File: src/rtl/stack_pointers_if.sv
// Bus bundle for the dual stack-pointer block: CPU data/strobe inputs plus
// read-back and stack-address outputs. The block itself takes the slave view.
interface stack_pointers_if;
  logic [7:0] d_in;
  logic       n_load_0, n_load_1;
  logic       up_0, up_1, down_0, down_1;
  logic       n_oe_d_0, n_oe_d_1;
  logic       n_oe_ia_0, n_oe_ia_1;
  logic [7:0] d_out;
  logic       d_out_en;
  logic [7:0] ia;
  logic       ia_en;
  logic       err_0, err_1;

  modport master (
    output d_in, n_load_0, n_load_1, up_0, up_1, down_0, down_1,
           n_oe_d_0, n_oe_d_1, n_oe_ia_0, n_oe_ia_1,
    input  d_out, d_out_en, ia, ia_en, err_0, err_1
  );

  modport slave (
    input  d_in, n_load_0, n_load_1, up_0, up_1, down_0, down_1,
           n_oe_d_0, n_oe_d_1, n_oe_ia_0, n_oe_ia_1,
    output d_out, d_out_en, ia, ia_en, err_0, err_1
  );
endinterface

File: src/rtl/stack_pointers.sv
// Two independent 8-bit stack pointers driven by synchronised active-low strobes.
// Define STACK_SP_BOUNDS_EN to saturate at 0x00/0xFF with sticky error flags instead of wrapping.
module stack_pointers (
  input  logic             clk,
  input  logic             rst,
  stack_pointers_if.slave  bus
);

  // Strobe bit layout per pointer i: [3i] load, [3i+1] up, [3i+2] down (all active-low).
  logic [5:0] w_strobeRaw;
  logic [5:0] w_release;
  logic [1:0] w_nLoadRaw;

  logic [5:0] r_sync1;
  logic [5:0] r_sync2;
  logic [5:0] r_prev;
  logic [1:0] r_blankCnt;
  logic [7:0] r_sp   [2];
  logic [7:0] r_hold [2];
`ifdef STACK_SP_BOUNDS_EN
  logic [1:0] r_err;
`endif

  assign w_strobeRaw = {bus.down_1, bus.up_1, bus.n_load_1,
                        bus.down_0, bus.up_0, bus.n_load_0};
  assign w_nLoadRaw  = {bus.n_load_1, bus.n_load_0};
  assign w_release   = r_sync2 & ~r_prev;

  // The synchroniser is held idle for two cycles after reset so a strobe that
  // was already low during reset cannot produce a spurious release.
  always_ff @(posedge clk or posedge rst) begin
    if (rst) begin
      r_sync1    <= '1;
      r_sync2    <= '1;
      r_prev     <= '1;
      r_blankCnt <= 2'd2;
      for (int i = 0; i < 2; i++) begin
        r_sp[i]   <= 8'h00;
        r_hold[i] <= 8'h00;
      end
`ifdef STACK_SP_BOUNDS_EN
      r_err <= 2'b00;
`endif
    end else begin
      r_sync1 <= (r_blankCnt != 2'd0) ? '1 : w_strobeRaw;
      r_sync2 <= r_sync1;
      r_prev  <= r_sync2;
      if (r_blankCnt != 2'd0)
        r_blankCnt <= r_blankCnt - 2'd1;

      for (int i = 0; i < 2; i++) begin
        if (!w_nLoadRaw[i])
          r_hold[i] <= bus.d_in;

        if (w_release[3*i]) begin
          r_sp[i] <= r_hold[i];
`ifdef STACK_SP_BOUNDS_EN
          r_err[i] <= 1'b0;
`endif
        end else if (w_release[3*i+1] && !w_release[3*i+2]) begin
`ifdef STACK_SP_BOUNDS_EN
          if (r_sp[i] == 8'hFF)
            r_err[i] <= 1'b1;
          else
            r_sp[i] <= r_sp[i] + 8'd1;
`else
          r_sp[i] <= r_sp[i] + 8'd1;
`endif
        end else if (w_release[3*i+2] && !w_release[3*i+1]) begin
`ifdef STACK_SP_BOUNDS_EN
          if (r_sp[i] == 8'h00)
            r_err[i] <= 1'b1;
          else
            r_sp[i] <= r_sp[i] - 8'd1;
`else
          r_sp[i] <= r_sp[i] - 8'd1;
`endif
        end
      end
    end
  end

  // SP0 wins when both enables of a bus are asserted.
  assign bus.d_out    = !bus.n_oe_d_0  ? r_sp[0] : (!bus.n_oe_d_1  ? r_sp[1] : 8'h00);
  assign bus.d_out_en = ~(bus.n_oe_d_0 & bus.n_oe_d_1);
  assign bus.ia       = !bus.n_oe_ia_0 ? r_sp[0] : (!bus.n_oe_ia_1 ? r_sp[1] : 8'h00);
  assign bus.ia_en    = ~(bus.n_oe_ia_0 & bus.n_oe_ia_1);

`ifdef STACK_SP_BOUNDS_EN
  assign bus.err_0 = r_err[0];
  assign bus.err_1 = r_err[1];
`else
  assign bus.err_0 = 1'b0;
  assign bus.err_1 = 1'b0;
`endif

endmodule

File: src/flat_wrapper.sv
// flat-port wrapper written by rule: the top's interface ports become plain ports
module stack_pointers_flat 
  (clk, rst, bus_d_in, bus_n_load_0, bus_n_load_1, bus_up_0, bus_up_1, bus_down_0, bus_down_1, bus_n_oe_d_0, bus_n_oe_d_1, bus_n_oe_ia_0, bus_n_oe_ia_1, bus_d_out, bus_d_out_en, bus_ia, bus_ia_en, bus_err_0, bus_err_1);
  stack_pointers_if bus_i ();
  input  logic clk;
  input  logic rst;
  input wire logic [$bits(bus_i.d_in)-1:0] bus_d_in;
  input wire logic [$bits(bus_i.n_load_0)-1:0] bus_n_load_0;
  input wire logic [$bits(bus_i.n_load_1)-1:0] bus_n_load_1;
  input wire logic [$bits(bus_i.up_0)-1:0] bus_up_0;
  input wire logic [$bits(bus_i.up_1)-1:0] bus_up_1;
  input wire logic [$bits(bus_i.down_0)-1:0] bus_down_0;
  input wire logic [$bits(bus_i.down_1)-1:0] bus_down_1;
  input wire logic [$bits(bus_i.n_oe_d_0)-1:0] bus_n_oe_d_0;
  input wire logic [$bits(bus_i.n_oe_d_1)-1:0] bus_n_oe_d_1;
  input wire logic [$bits(bus_i.n_oe_ia_0)-1:0] bus_n_oe_ia_0;
  input wire logic [$bits(bus_i.n_oe_ia_1)-1:0] bus_n_oe_ia_1;
  output wire logic [$bits(bus_i.d_out)-1:0] bus_d_out;
  output wire logic [$bits(bus_i.d_out_en)-1:0] bus_d_out_en;
  output wire logic [$bits(bus_i.ia)-1:0] bus_ia;
  output wire logic [$bits(bus_i.ia_en)-1:0] bus_ia_en;
  output wire logic [$bits(bus_i.err_0)-1:0] bus_err_0;
  output wire logic [$bits(bus_i.err_1)-1:0] bus_err_1;
  assign bus_i.d_in = bus_d_in;
  assign bus_i.n_load_0 = bus_n_load_0;
  assign bus_i.n_load_1 = bus_n_load_1;
  assign bus_i.up_0 = bus_up_0;
  assign bus_i.up_1 = bus_up_1;
  assign bus_i.down_0 = bus_down_0;
  assign bus_i.down_1 = bus_down_1;
  assign bus_i.n_oe_d_0 = bus_n_oe_d_0;
  assign bus_i.n_oe_d_1 = bus_n_oe_d_1;
  assign bus_i.n_oe_ia_0 = bus_n_oe_ia_0;
  assign bus_i.n_oe_ia_1 = bus_n_oe_ia_1;
  assign bus_d_out = bus_i.d_out;
  assign bus_d_out_en = bus_i.d_out_en;
  assign bus_ia = bus_i.ia;
  assign bus_ia_en = bus_i.ia_en;
  assign bus_err_0 = bus_i.err_0;
  assign bus_err_1 = bus_i.err_1;
  stack_pointers u_core (.clk(clk), .rst(rst), .bus(bus_i));
endmodule
File: config.mk
export PLATFORM = sky130hd
export DESIGN_NAME = stack_pointers_flat
export DESIGN_NICKNAME = d
export VERILOG_FILES = /design/src/rtl/stack_pointers_if.sv /design/src/rtl/stack_pointers.sv /design/src/flat_wrapper.sv
export SDC_FILE = /design/constraint.sdc
export NUM_CORES = 1
export LEC_CHECK = 0
export CORE_UTILIZATION = 50
export CTS_CLUSTER_DIAMETER = 30
export DETAILED_ROUTE_END_ITERATION = 6
export GPL_TIMING_DRIVEN = 0
export PLACE_DENSITY = 0.78
export SYNTH_ARGS = -nofsm -noshare
export SYNTH_HDL_FRONTEND = slang
export SYNTH_SLANG_ARGS = --single-unit
File: constraint.sdc
create_clock -name clk -period 3.1 [get_ports clk]
set_input_delay 0.62 -clock clk [delete_from_list [all_inputs] [get_ports clk]]
set_output_delay 0.62 -clock clk [all_outputs]
set_load 0.005 [all_outputs]
==> results.sh <==
export IMPL_status="complete, no violations"
export IMPL_yosysWarnings=0
export IMPL_worstHoldPathCells=0
export IMPL_fin_setup_tns_ns=0
export IMPL_finalMaxSlewViolations=0
export IMPL_ys_ff_latch=52
export IMPL_cp_max_fo=6
export IMPL_grt_start_max_net_pins=38
export IMPL_area_delta_synth_final_pct=18.60
export IMPL_drive_gt1_frac=0.1758
export IMPL_globalRouteMet2Util=0.3395
export IMPL_setup_viol_count_final=0
export IMPL_p_leak_uw=0.001430
export IMPL_synthesis_instances=286
export IMPL_vdd_ir_drop_worst_v=0.0004205
export IMPL_via_per_inst=5.565
export IMPL_grt_pass1_wl_um=9625
export IMPL_holdPathEnd="u_core.r_sync2[5]"
export IMPL_synth_edf_count=0
export IMPL_grt_use_met3=0.03721
export IMPL_via_count=2237
export IMPL_insertedDiodeCount=0
export IMPL_postCtsHoldBufs=0
export IMPL_synthFlopType="dfrtp_1"
export IMPL_rsz0062_at_grt="false"
export IMPL_post_route_min_period_ns=2.851
export IMPL_power_density_nw_per_um2=682.8
export IMPL_critical_path_required_ns=2.48
export IMPL_drtIter0Drc=166
export IMPL_cp_data_arrival_time_ns=2.23
export IMPL_post_cts_setup_buffers=0
export IMPL_critPathMostFrequentCell="clkdlybuf4s50_1"
export IMPL_htree_levels=2
export IMPL_busiest_layer="met2"
export IMPL_start_kind="input port"
export IMPL_ant_nets=0
export IMPL_ff2ff_setup_slack_ns=0.58
export IMPL_p_total_uw=2364
export IMPL_timing_fmax_mhz=350.8
export IMPL_core_area_um2=5574
export IMPL_rr_startpoint="u_core.r_sync2[4]"
export IMPL_finalHoldViolations=0
export IMPL_hp_class="reg2reg"
export IMPL_synthArstFlopShare=1.000
export IMPL_ctsResizeCount=0
export IMPL_cts_tree="built"
export IMPL_clock_latency_ns=0.31
export IMPL_grtUsageMet1=0.2657
export IMPL_grt_pass1_vias=2144
export IMPL_gp_congestion=0.9044
export IMPL_first_pass_iters=4
export IMPL_cts_sinks=52
export IMPL_stdcell_count=402
export IMPL_dp_hpwl_um=4451
export IMPL_layout_nets=368
export IMPL_grt_antenna_before_repair=0
export IMPL_cp_cell_sequence="clkdlybuf4s50_1 -> nor2b_1 -> nand2_1 -> o21ai_0 -> clkdlybuf4s50_1"
export IMPL_numCtsBuffers=5
export IMPL_ioPinCount=40
export IMPL_numPlacedInstances=394
export IMPL_crit_slowest_cell="clkdlybuf4s50_1"
export IMPL_finalCritPeriodShare=0.9196
export IMPL_clkTransAtPathRegs_ns=0.09
export IMPL_fin_area_um2=3462
export IMPL_maxCapViolations=0
export IMPL_p_sw_frac=0.3669
export IMPL_netlist_area_leader_share=0.2829
export IMPL_drc_errors=0
export IMPL_drt_wirelength_per_cell_um=14.28
export IMPL_die_y_um=78.41
export IMPL_tightest_slew_ns=0.5025
export IMPL_power_frac_clock=0.164
export IMPL_max_slew_margin=0.6650
export IMPL_placed_area_um2=3373
export IMPL_synth_area_leaders="dfrtp_1 28%, dfstp_2 17%, ha_1 7.3%, mux2_2 6.2%, o21ai_0 4.5%"
export IMPL_synth_area_per_cell_um2=10.21
export IMPL_hp_start="u_core.r_sync1[5]"
export IMPL_grt_usage=0.2025
export IMPL_end_kind="output pin"
export IMPL_clock_path_buffers=2
export IMPL_drt_total_wl_um=5741
export IMPL_cpPeakStageDelay_ns=0.53
export IMPL_seqPwrFrac=0.406
export IMPL_syn_area_um2=2919
export IMPL_row_count=27
export IMPL_grt_ovfl_total=0
export IMPL_start_util=0.5237
export IMPL_yosysUniqueCellTypes=45
export IMPL_yosysTopAreaCell="dfrtp_1"
export IMPL_intPower_uw=1497
export IMPL_fp_dieW_um=78.41
export IMPL_fin_skew_ns=0.01019
export IMPL_io_buffers=34
export IMPL_die_area_um2=6147
export IMPL_yosysSeqAreaShare=0.4539
export IMPL_p_sw_uw=867.2
export IMPL_r2r_cells=9
export IMPL_cts_root_buf="clkbuf_8"
export IMPL_path_class="in2out"
export IMPL_r2r_end="u_core.r_sp[7]"
export IMPL_combPwrFrac=0.430
## cell usage after synthesis (all sizes together), types with 2 or more instances
| cell type | number |
|---|---|
| dfrtp | 33 |
| o21ai | 31 |
| a21oi | 22 |
| dfstp | 19 |
| ha | 17 |
| mux2 | 17 |
| nand2 | 16 |
| inv | 13 |
| nand3b | 12 |
| nor2 | 11 |
| nand2b | 10 |
| a211oi | 9 |
| clkbuf | 9 |
| nand3 | 8 |
| buf | 7 |
| nor3 | 6 |
| a21o | 5 |
| nor2b | 5 |
| xor2 | 4 |
| mux2i | 3 |
| nor4b | 3 |
| o21a | 3 |
| o21bai | 3 |
| xnor2 | 3 |
| fa | 2 |
| nor3b | 2 |
| nor4 | 2 |
| o211ai | 2 |
| or4 | 2 |
## how the worst max path moves through the flow
stage / start / endpoint / cells past startpoint
6_report: bus_n_oe_d_0 / bus_d_out[4] / 5
5_1_grt: bus_n_oe_d_0 / bus_d_out[1] / 5
4_1_cts: bus_n_oe_d_0 / bus_d_out[1] / 5
3_5_place_dp: bus_n_oe_d_0 / bus_d_out[1] / 5
3_3_place_gp: bus_n_oe_d_0 / bus_d_out[4] / 5
2_1_floorplan: u_core.r_sync2[4] / u_core.r_sp[5] / 9
## power by group through the flow
| stage | registers, uW | logic [uW] | clock network [uW] |
|---|---|---|---|
| final | 959 | 1020 | 387 |
| after global routing | 978 | 1140 | 427 |
| after CTS | 959 | 1020 | 401 |
| after detailed placement | 972 | 1010 | 0 |
| after global placement | 966 | 976 | 0 |
| after floorplan | 915 | 731 | 0 |
## layer usage
layer  vias up  part of all wire
met1      1089              0.47
met2        49              0.48
li1       1094                 -
met5         -                 0
met3         5             0.036
met4         0             0.011
## layout by cell type (no fill, tap or decap), types with 12 or more instances in the layout
cell / Yosys / routed
dfstp_2: 19 / 19
mux2_2: 16 / 16
clkdlybuf4s50_1: 0 / 34
inv_1: 13 / 12
nand3b_1: 12 / 12
a21oi_1: 22 / 22
o21ai_0: 26 / 26
dfrtp_1: 33 / 33
nand2_1: 16 / 16
ha_1: 17 / 17
## registers in the layout, summed over array words and instances, names as in the netlist
name / count
u_core.r_sync2: 6
u_core.r_prev: 6
u_core.r_sync1: 6
u_core.r_hold: 16
u_core.r_blankCnt: 2
u_core.r_sp: 16
## stage by stage
step | setup WS, ns | hold WS, ns | utilization
after floorplan | 0.7607 | 0.3452 | -
final | 0.2494 | 0.3593 | 0.6211
after CTS | 0.2508 | 0.3605 | 0.6211
after detailed placement | 0.2521 | 0.3468 | 0.6052
after global placement | 0.2342 | 0.3462 | 0.6016
after global routing | 0.1188 | 0.3636 | 0.6211
## worst max-delay path, delay by kind of cell
family	cells	cell delay, ns
compound gates	1	0.08
simple gates	2	0.51
buf+inv	2	1.02
## cell families after synthesis
| logic type | Yosys count | synth area share |
|---|---|---|
| and+or+nand+nor | 79 | 0.1535 |
| xor gates and xnor gates | 7 | 0.02100 |
| buffers and inverters | 29 | 0.04158 |
| other | 1 | 0.001285 |
| DFF | 52 | 0.4539 |
| adders and majority gates | 19 | 0.08658 |
| muxes | 20 | 0.07587 |
| AOI/OAI and AO/OA | 79 | 0.1663 |
## final cells by class
cell class                 count  area, um2
buffer                        16      72.57
clock buffer                   5      68.82
clock inverter                 3      20.02
fill                         503       2112
inverter                      13      48.80
multi-input combinational    206       1476
sequential                    52       1325
tap                           72      90.09
timing repair buffer          35      360.3
(Power assumes the default switching activity.)
